**src/rtl/seg7_scan_driver_if.sv**
```systemverilog
// Display-side bundle for seg7_scan_driver: scan strobe, digit data/DP/enable in; anode, segment, DP and frame out.
// master = the logic that drives the data inputs; slave = the scan driver itself.
interface seg7_scan_driver_if #(
    parameter int NDIG = 8
);
    logic                CE;
    logic [4*NDIG-1:0]   DATA;
    logic [NDIG-1:0]     DP;
    logic [NDIG-1:0]     EN;
    logic [NDIG-1:0]     AN;
    logic [6:0]          SEG;
    logic                DP_N;
    logic                FRAME;

    modport master (
        output CE, DATA, DP, EN,
        input  AN, SEG, DP_N, FRAME
    );

    modport slave (
        input  CE, DATA, DP, EN,
        output AN, SEG, DP_N, FRAME
    );
endinterface

```
**src/rtl/seg7_scan_driver.sv**
```systemverilog
// Time-multiplexed common-anode 7-segment scan driver; one digit per CE strobe, inputs snapshotted once per frame.
// Optional leading-zero blanking is compiled in when the LZB_EN macro is defined.
module seg7_scan_driver #(
    parameter int NDIG = 8
) (
    input  logic                CLK,
    input  logic                RST,
    seg7_scan_driver_if.slave   bus
);
    localparam int                IDX_W    = $clog2(NDIG);
    localparam logic [IDX_W-1:0]  LAST_IDX = IDX_W'(NDIG - 1);
    localparam logic [NDIG-1:0]   ONE_HOT0 = NDIG'(1);

    logic [IDX_W-1:0]   idx_q, idx_d;
    logic [4*NDIG-1:0]  data_snap_q, data_snap_d;
    logic [NDIG-1:0]    dp_snap_q, dp_snap_d;
    logic [NDIG-1:0]    en_snap_q, en_snap_d;
    logic [NDIG-1:0]    an_q, an_d;
    logic [6:0]         seg_q, seg_d;
    logic               dp_n_q, dp_n_d;
    logic               frame_q, frame_d;
    logic               wrap;
    logic [NDIG-1:0]    visible;
    logic [3:0]         nib [NDIG];

    function automatic logic [6:0] hex7(input logic [3:0] v);
        logic [6:0] s;
        case (v)
            4'h0:    s = 7'b1000000;
            4'h1:    s = 7'b1111001;
            4'h2:    s = 7'b0100100;
            4'h3:    s = 7'b0110000;
            4'h4:    s = 7'b0011001;
            4'h5:    s = 7'b0010010;
            4'h6:    s = 7'b0000010;
            4'h7:    s = 7'b1111000;
            4'h8:    s = 7'b0000000;
            4'h9:    s = 7'b0010000;
            4'hA:    s = 7'b0001000;
            4'hB:    s = 7'b0000011;
            4'hC:    s = 7'b1000110;
            4'hD:    s = 7'b0100001;
            4'hE:    s = 7'b0000110;
            default: s = 7'b0001110;
        endcase
        return s;
    endfunction

    generate
        for (genvar gi = 0; gi < NDIG; gi++) begin : g_nib
            assign nib[gi] = data_snap_q[4*gi +: 4];
        end
    endgenerate

    // A new frame starts on the strobe that wraps the scan back to digit 0.
    assign wrap = bus.CE && (idx_q == LAST_IDX);

`ifdef LZB_EN
    logic [NDIG-1:0] blank_q, blank_d;
    logic [NDIG:1]   upper_zero;

    // upper_zero[k]: nibbles k..NDIG-1 of the incoming data are all zero; digit 0 is never blanked.
    assign upper_zero[NDIG] = 1'b1;
    generate
        for (genvar gi = 1; gi < NDIG; gi++) begin : g_lzb
            assign upper_zero[gi] = (bus.DATA[4*gi +: 4] == 4'h0) && upper_zero[gi+1];
        end
    endgenerate
    assign blank_d = wrap ? {upper_zero[NDIG-1:1], 1'b0} : blank_q;
    assign visible = en_snap_q & ~blank_q;

    always_ff @(posedge CLK or posedge RST) begin
        if (RST) begin
            blank_q <= '0;
        end else begin
            blank_q <= blank_d;
        end
    end
`else
    assign visible = en_snap_q;
`endif

    always_comb begin
        idx_d       = idx_q;
        data_snap_d = data_snap_q;
        dp_snap_d   = dp_snap_q;
        en_snap_d   = en_snap_q;
        frame_d     = wrap;
        if (bus.CE) begin
            idx_d = (idx_q == LAST_IDX) ? '0 : idx_q + 1'b1;
        end
        if (wrap) begin
            data_snap_d = bus.DATA;
            dp_snap_d   = bus.DP;
            en_snap_d   = bus.EN;
        end
    end

    // Output stage follows the registered index, so the display lags the strobe by one clock.
    always_comb begin
        an_d   = '1;
        seg_d  = 7'h7F;
        dp_n_d = 1'b1;
        if (visible[idx_q]) begin
            an_d   = ~(ONE_HOT0 << idx_q);
            seg_d  = hex7(nib[idx_q]);
            dp_n_d = ~dp_snap_q[idx_q];
        end
    end

    always_ff @(posedge CLK or posedge RST) begin
        if (RST) begin
            idx_q       <= LAST_IDX;
            data_snap_q <= '0;
            dp_snap_q   <= '0;
            en_snap_q   <= '0;
            an_q        <= '1;
            seg_q       <= 7'h7F;
            dp_n_q      <= 1'b1;
            frame_q     <= 1'b0;
        end else begin
            idx_q       <= idx_d;
            data_snap_q <= data_snap_d;
            dp_snap_q   <= dp_snap_d;
            en_snap_q   <= en_snap_d;
            an_q        <= an_d;
            seg_q       <= seg_d;
            dp_n_q      <= dp_n_d;
            frame_q     <= frame_d;
        end
    end

    assign bus.AN    = an_q;
    assign bus.SEG   = seg_q;
    assign bus.DP_N  = dp_n_q;
    assign bus.FRAME = frame_q;
endmodule

```
**src/flat_wrapper.sv**
```systemverilog
// flat-port wrapper written by rule: the top's interface ports become plain ports
module seg7_scan_driver_flat 
#(
    parameter int NDIG = 8
)
  (CLK, RST, bus_CE, bus_DATA, bus_DP, bus_EN, bus_AN, bus_SEG, bus_DP_N, bus_FRAME);
  seg7_scan_driver_if #(.NDIG(NDIG)) bus_i ();
  input  logic CLK;
  input  logic RST;
  input wire logic [$bits(bus_i.CE)-1:0] bus_CE;
  input wire logic [$bits(bus_i.DATA)-1:0] bus_DATA;
  input wire logic [$bits(bus_i.DP)-1:0] bus_DP;
  input wire logic [$bits(bus_i.EN)-1:0] bus_EN;
  output wire logic [$bits(bus_i.AN)-1:0] bus_AN;
  output wire logic [$bits(bus_i.SEG)-1:0] bus_SEG;
  output wire logic [$bits(bus_i.DP_N)-1:0] bus_DP_N;
  output wire logic [$bits(bus_i.FRAME)-1:0] bus_FRAME;
  assign bus_i.CE = bus_CE;
  assign bus_i.DATA = bus_DATA;
  assign bus_i.DP = bus_DP;
  assign bus_i.EN = bus_EN;
  assign bus_AN = bus_i.AN;
  assign bus_SEG = bus_i.SEG;
  assign bus_DP_N = bus_i.DP_N;
  assign bus_FRAME = bus_i.FRAME;
  seg7_scan_driver #(.NDIG(NDIG)) u_core (.CLK(CLK), .RST(RST), .bus(bus_i));
endmodule
```
**config.mk**
```make
export PLATFORM = sky130hd
export DESIGN_NAME = seg7_scan_driver_flat
export DESIGN_NICKNAME = d
export VERILOG_FILES = /design/src/rtl/seg7_scan_driver_if.sv /design/src/rtl/seg7_scan_driver.sv /design/src/flat_wrapper.sv
export SDC_FILE = /design/constraint.sdc
export NUM_CORES = 1
export LEC_CHECK = 0
export ABC_AREA = 1
export BUFFER_PORTS_ARGS = -buffer_cell sky130_fd_sc_hd__buf_2
export CORE_MARGIN = 4
export CORE_UTILIZATION = 50
export CTS_CLUSTER_DIAMETER = 30
export DETAILED_ROUTE_END_ITERATION = 10
export PLACE_DENSITY = 0.74
export SYNTH_ARGS = -nofsm -noshare
export SYNTH_HDL_FRONTEND = slang
export SYNTH_SLANG_ARGS = --single-unit
export TNS_END_PERCENT = 20
```
**constraint.sdc**
```tcl
create_clock -name CLK -period 3.3 [get_ports CLK]
set_input_delay 0.33 -clock CLK [delete_from_list [all_inputs] [get_ports CLK]]
set_output_delay 0.33 -clock CLK [all_outputs]
set_load 0.02 [all_outputs]
```
**Word level (Yosys, flattened, before mapping)**

Memories as Yosys holds them, arrays and structs flattened.
Index checks and enable logic that the tools add are counted.

- Add/subtract/negate cells: 1
- Reductions and logical operators: 1
- Shifts and indexed selects: 1
- Div/mod/pow operators: 0
- Multipliers: 0
- $lt $le $gt $ge: 2
- Bitwise operators: 3
- Equal/unequal tests: 1
- Multiplexer cells: 11

Operators by type and width:

| kind | number |
|---|---|
| $bmux W4 S3 | 1 |
| $mux W4 | 2 |
| $mux W8 | 1 |
| $not A8 Y8 | 1 |
| $shl A1 B3 Y8 const A | 1 |
| $mux W7 | 1 |
| $bmux W1 S3 | 2 |
| $ge A4 B4 Y1 const B | 1 |
| $lt A3 B4 Y1 const B | 1 |
| $not A3 Y4 | 1 |
| $add A3 B1 Y3 const B | 1 |
| $eq A3 B3 Y1 const B | 1 |
| $mux W1 | 3 |
| $mux W3 | 1 |
| $logic_and A1 B1 Y1 | 1 |
| $not A1 Y1 | 1 |

- Latch bits: 0
- Memories kept: 1
- Memory bits (writable): 0
- Logic and storage cells: 29
- Bits in read-only memories: 112
- Bits in registers: 68
- Input bits: 51
- Output and inout port bits: 17

Memories:

| name | depth | width | rd ports | clocked after Yosys merged registers in | wr ports | RTL line | text |
|---|---|---|---|---|---|---|---|
| (no name shown) | 16 | 7 | 1 | 0 | 0 | seg7_scan_driver.sv:28 | `case (v)` |

**Longest topological paths before layout**

An unclocked memory read counts as a cell.

- Word-level depth: 6
- Gate-level depth with buffers: 13

**Worst setup path after synthesis**

Ideal clock, no wire load.

- Path type: reg2reg
- Start: register u_core.idx_q[0]
- End: register u_core.seg_q[0], in the netlist u_core.bus.SEG[0]
- Buffers on the path: 2
- Arrival time: 1.708 ns
- Library setup time: 0.083 ns
- Cell stages (with the launch flop): 13
- Path slack: 1.509 ns
- Clock period less this slack: 1.791 ns
- Path through: dfstp_2 buf_6 inv_8 buf_8 nand2_1 nand3_1 nand3_1 nand2_1 ha_1 inv_1 nand3_1 nand3_1 nand3_1

- Cells in the longest elaborated chain, start to end: 6

Ends and longest elaborated chain:

| item | RTL line | text |
|---|---|---|
| start, declared | seg7_scan_driver.sv:14 | `logic [IDX_W-1:0] idx_q, idx_d;` |
| start signal, assigned | seg7_scan_driver.sv:122 | `idx_q <= idx_d;` |
| $not A3 Y4 (implied by the code) | seg7_scan_driver.sv:106 | `seg_d = hex7(nib[idx_q]);` |
| $bmux W4 S3 | seg7_scan_driver.sv:106 |  |
| $mux W4 (implied by the code) (2 in a row) | seg7_scan_driver.sv:106 |  |
| $mem_v2 Z16 W7 | n/a |  |
| $mux W7 (*) | seg7_scan_driver.sv:104 | `if (visible[idx_q]) begin` |
| via u_core.seg_d[0] | seg7_scan_driver.sv:19 | `logic [6:0] seg_q, seg_d;` |
| end signal, assigned | seg7_scan_driver.sv:127 | `seg_q <= seg_d;` |
| end, declared | seg7_scan_driver.sv:19 |  |

The timed path passes the listed nets; every way through them passes the cells marked *. The select of a mux whose other input is x is not followed.
A chain may end at the register's enable or synchronous reset.

**Worst setup path in the final report**

- Start: register u_core.idx_q[1]
- End: register u_core.data_snap_q[21]

- Cells in the longest elaborated chain, start to end: 2

Ends and longest elaborated chain:

| item | RTL line | text |
|---|---|---|
| $eq A3 B3 Y1 | seg7_scan_driver.sv:56 | `assign wrap = bus.CE && (idx_q == LAST_IDX);` |
| $logic_and A1 B1 Y1 | seg7_scan_driver.sv:56 |  |
| end signal, assigned | seg7_scan_driver.sv:123 | `data_snap_q <= data_snap_d;` |
| end, declared | seg7_scan_driver.sv:15 | `logic [4*NDIG-1:0] data_snap_q, data_snap_d;` |

No other way between the ends.

==> flow_summary.ini <==
[status]
status = finished clean

[cells_and_area]
seqCellArea_mm2 = 0.00173
multi_input_area_mm2 = 0.00130
antenna_cells = 0
final_nets = 524
final_util = 0.608
nFillCells = 574
final_area_mm2 = 0.00388
drive_above_1_share = 0.262
finalNonFillerCells = 543
syn_to_final_growth_pct = 16.9

[worst_hold_path]
hold_class = input port to flop

[grt]
grt_pass1_vias = 2720
grtUsageMet1 = 0.249
track_usage = 0.194
top_usage_layer = met2
gr-usage-met3 = 0.0415
global_route.usage.met2 = 0.319
antenna_found_initial = 0
grt_pass1_wl_mm = 12.0
overflow = 0
grt_max_degree = 57

[sta]
post-route-period-util = 0.750
min_period_ns = 2.48
rsz0062_at_grt = false
maxClockFrequency_mhz = 404
hold_violations = 0
max_slew_margin = 0.285
slew_violations = 0
tightest_slew_ns = 1.07
clock_skew_ns = 0.00640
setup_viol_count_final = 0
setup_tns_ns = 0

[floorplanning]
fp.dieW_um = 89.5
initial_core_util = 0.520
ios = 68
row_count = 29
fp.dieH_um = 89.5
die-area_mm2 = 0.00801
core-area_mm2 = 0.00639

[power_and_ir_drop]
power_density_mw_per_mm2 = 1020
p_switching_mw = 1.67
p_leak_nw = 1.98
power_frac_clock = 0.187
switching_share = 0.423
seqPwrFrac = 0.359
ir_drop_uv = 503
p_int_mw = 2.29
p_comb_frac = 0.454

[worst_setup_path]
crit_cells = 7
cp_num_buf_inv = 2
worstPathRequired_ns = 3.56
cp-end-kind = flop
endpoint = u_core.data_snap_q[21]$_DFFE_PP0P_
crit_arrival_ns = 2.73
crit_type = flop to flop
path_delay_family = buffers and inverters
reg2reg_from = u_core.idx_q[1]$_DFFE_PP1P_
critPathMaxStageDelay_ns = 0.71
crit_start = u_core.idx_q[1]$_DFFE_PP1P_
worstPathMaxFanout = 56
worstSetupStartpointType = flop
r2r-end = u_core.data_snap_q[21]$_DFFE_PP0P_
cp_slowest_cell = dfstp_2
reg2reg_slack_ns = 0.82
crit_chain = ha_1 -> ha_1 -> nand2_1 -> inv_2 -> buf_12 -> nand2_1 -> o21ai_0
r2r_cells = 7

[clocking]
cts_resized = 0
hold_buffers = 0
clk_path_buf_depth = 2
cts_tree = done
path_clk_slew_ns = 0.07
insertion_delay_ns = 0.34
numCtsBuffers = 9
cts.sinks = 68
postCtsSetupBuffers = 0
cts.htree.levels = 3
cts_root_buf = clkbuf_8

[placed_design]
postPlaceCellArea_mm2 = 0.00367
routabilityCongestion = 0.874
hpwlAfterDp_mm = 4.92
placed_cells = 527
io_buffers = 67

[logic_synthesis]
yosysWarnings = 0
syn_area_per_cell_um2 = 8.35
synth.distinct_cells = 27
synth.ff_latch_count = 68
synth_cells = 398
synth_nets = 461
synth_seq_area_share = 0.519
syn-cell-area_mm2 = 0.00332

[drt]
via_per_inst = 5.11
vias = 2776
wire_per_inst_um = 13.2
detail-route-antenna-nets = 0
drt-total-wl_mm = 7.17
post-route-drc-count = 0
drt-initial-drc-count = 121
dr.pass1.iters = 5

[flow_run]
max-cap-violations = 0
[power by group through the flow]
stage,combinational (mW),clock (mW),sequential [mW]
2_1_floorplan,1.37,0,1.46
3_3_place_gp,1.74,0,1.42
3_5_place_dp,1.79,0,1.43
4_1_cts,1.80,0.758,1.42
5_1_grt,2.06,0.789,1.46
6_report,1.80,0.741,1.42
[worst min path at each step]
stage                                    start  cells after the start                              end
2_1_floorplan                           bus_CE                      1      u_core.idx_q[2]$_DFFE_PP1P_
4_1_cts                              bus_DP[0]                      3  u_core.dp_snap_q[0]$_DFFE_PP0P_
5_1_grt                              bus_DP[1]                      3  u_core.dp_snap_q[1]$_DFFE_PP0P_
6_report                             bus_DP[0]                      3  u_core.dp_snap_q[0]$_DFFE_PP0P_
3_5_place_dp   u_core.dp_snap_q[2]$_DFFE_PP0P_                      2  u_core.dp_snap_q[2]$_DFFE_PP0P_
3_3_place_gp   u_core.dp_snap_q[6]$_DFFE_PP0P_                      2  u_core.dp_snap_q[6]$_DFFE_PP0P_
[worst reg2reg max path: cells and delay by family (launching register included)]
kind | cells | cell delay (ns)
AO/OA/AOI/OAI | 1 | 0.08
adder cells (fa/ha/maj) | 2 | 0.45
buffers and inverters | 2 | 0.74
flip-flops | 1 | 0.71
AND/OR/NAND/NOR | 2 | 0.43
[Yosys cell counts]
library cell / n / area [um^2]
clkbuf_2: 1 / 5.00
nor2_2: 1 / 6.26
buf_2: 8 / 40.0
clkbuf_4: 1 / 7.51
a21oi_1: 1 / 5.00
inv_4: 1 / 6.26
o22ai_2: 2 / 25.0
nor2_1: 8 / 30.0
buf_4: 1 / 7.51
nand2_2: 3 / 18.8
o22ai_1: 2 / 12.5
buf_8: 1 / 15.0
nand2_1: 142 / 533
ha_1: 12 / 150
o211ai_2: 1 / 12.5
inv_2: 2 / 7.51
buf_6: 3 / 33.8
nand3_2: 3 / 30.0
dfstp_2: 19 / 499
o21ai_1: 4 / 20.0
dfrtp_1: 49 / 1230
nand2_4: 2 / 22.5
inv_8: 1 / 11.3
o21ai_0: 38 / 190
nand3_1: 49 / 245
inv_1: 40 / 150
clkbuf_1: 3 / 11.3
[cell usage in the layout, fill, tap and decap left out, drive strengths merged]
| master | n |
|---|---|
| a21oi | 1 |
| buf | 70 |
| bufinv | 2 |
| clkbuf | 9 |
| clkinv | 4 |
| clkinvlp | 1 |
| dfrtp | 49 |
| dfstp | 19 |
| ha | 12 |
| inv | 44 |
| nand2 | 147 |
| nand3 | 52 |
| nor2 | 9 |
| o211ai | 1 |
| o21ai | 42 |
| o22ai | 4 |
[state kept, by name (all words and copies together), names as in the netlist]
name / cells
u_core.data_snap_q: 32
u_core.bus.AN: 8
u_core.dp_snap_q: 8
u_core.en_snap_q: 8
u_core.bus.SEG: 7
u_core.idx_q: 3
u_core.bus.DP_N: 1
u_core.bus.FRAME: 1
[stage by stage]
| stage | hold slack, ns | setup slack, ns | total power [mW] |
|---|---|---|---|
| final | 0.176 | 0.825 | 3.96 |
| after detailed placement | 0.464 | 0.826 | 3.22 |
| after global placement | 0.460 | 0.950 | 3.16 |
| after CTS | 0.160 | 0.844 | 3.98 |
| after global routing | 0.181 | 0.589 | 4.31 |
| after floorplan | 0.384 | 1.29 | 2.83 |
[cells by family after synthesis]
family / synth area share
adders and majority gates: 0.0452
AOI/OAI and AO/OA: 0.0798
DFF: 0.519
buffers and inverters: 0.0889
and+or+nand+nor: 0.267
[per-layer routing]
metal / vias to the layer above / wire (um)
met4: 0 / 113
met1: 1297 / 3160
met5: - / 0
li1: 1377 / -
met2: 89 / 3410
met3: 13 / 488
[layout make-up]
cell class / instances / area share
Multi-Input combinational cell: 268 / 0.335
Clock inverter: 7 / 0.0235
Clock buffer: 9 / 0.0319
Inverter: 44 / 0.0451
Sequential cell: 68 / 0.444
Tap cell: 77 / 0.0248
Timing Repair Buffer: 70 / 0.0954
(Power assumes the default switching activity.)
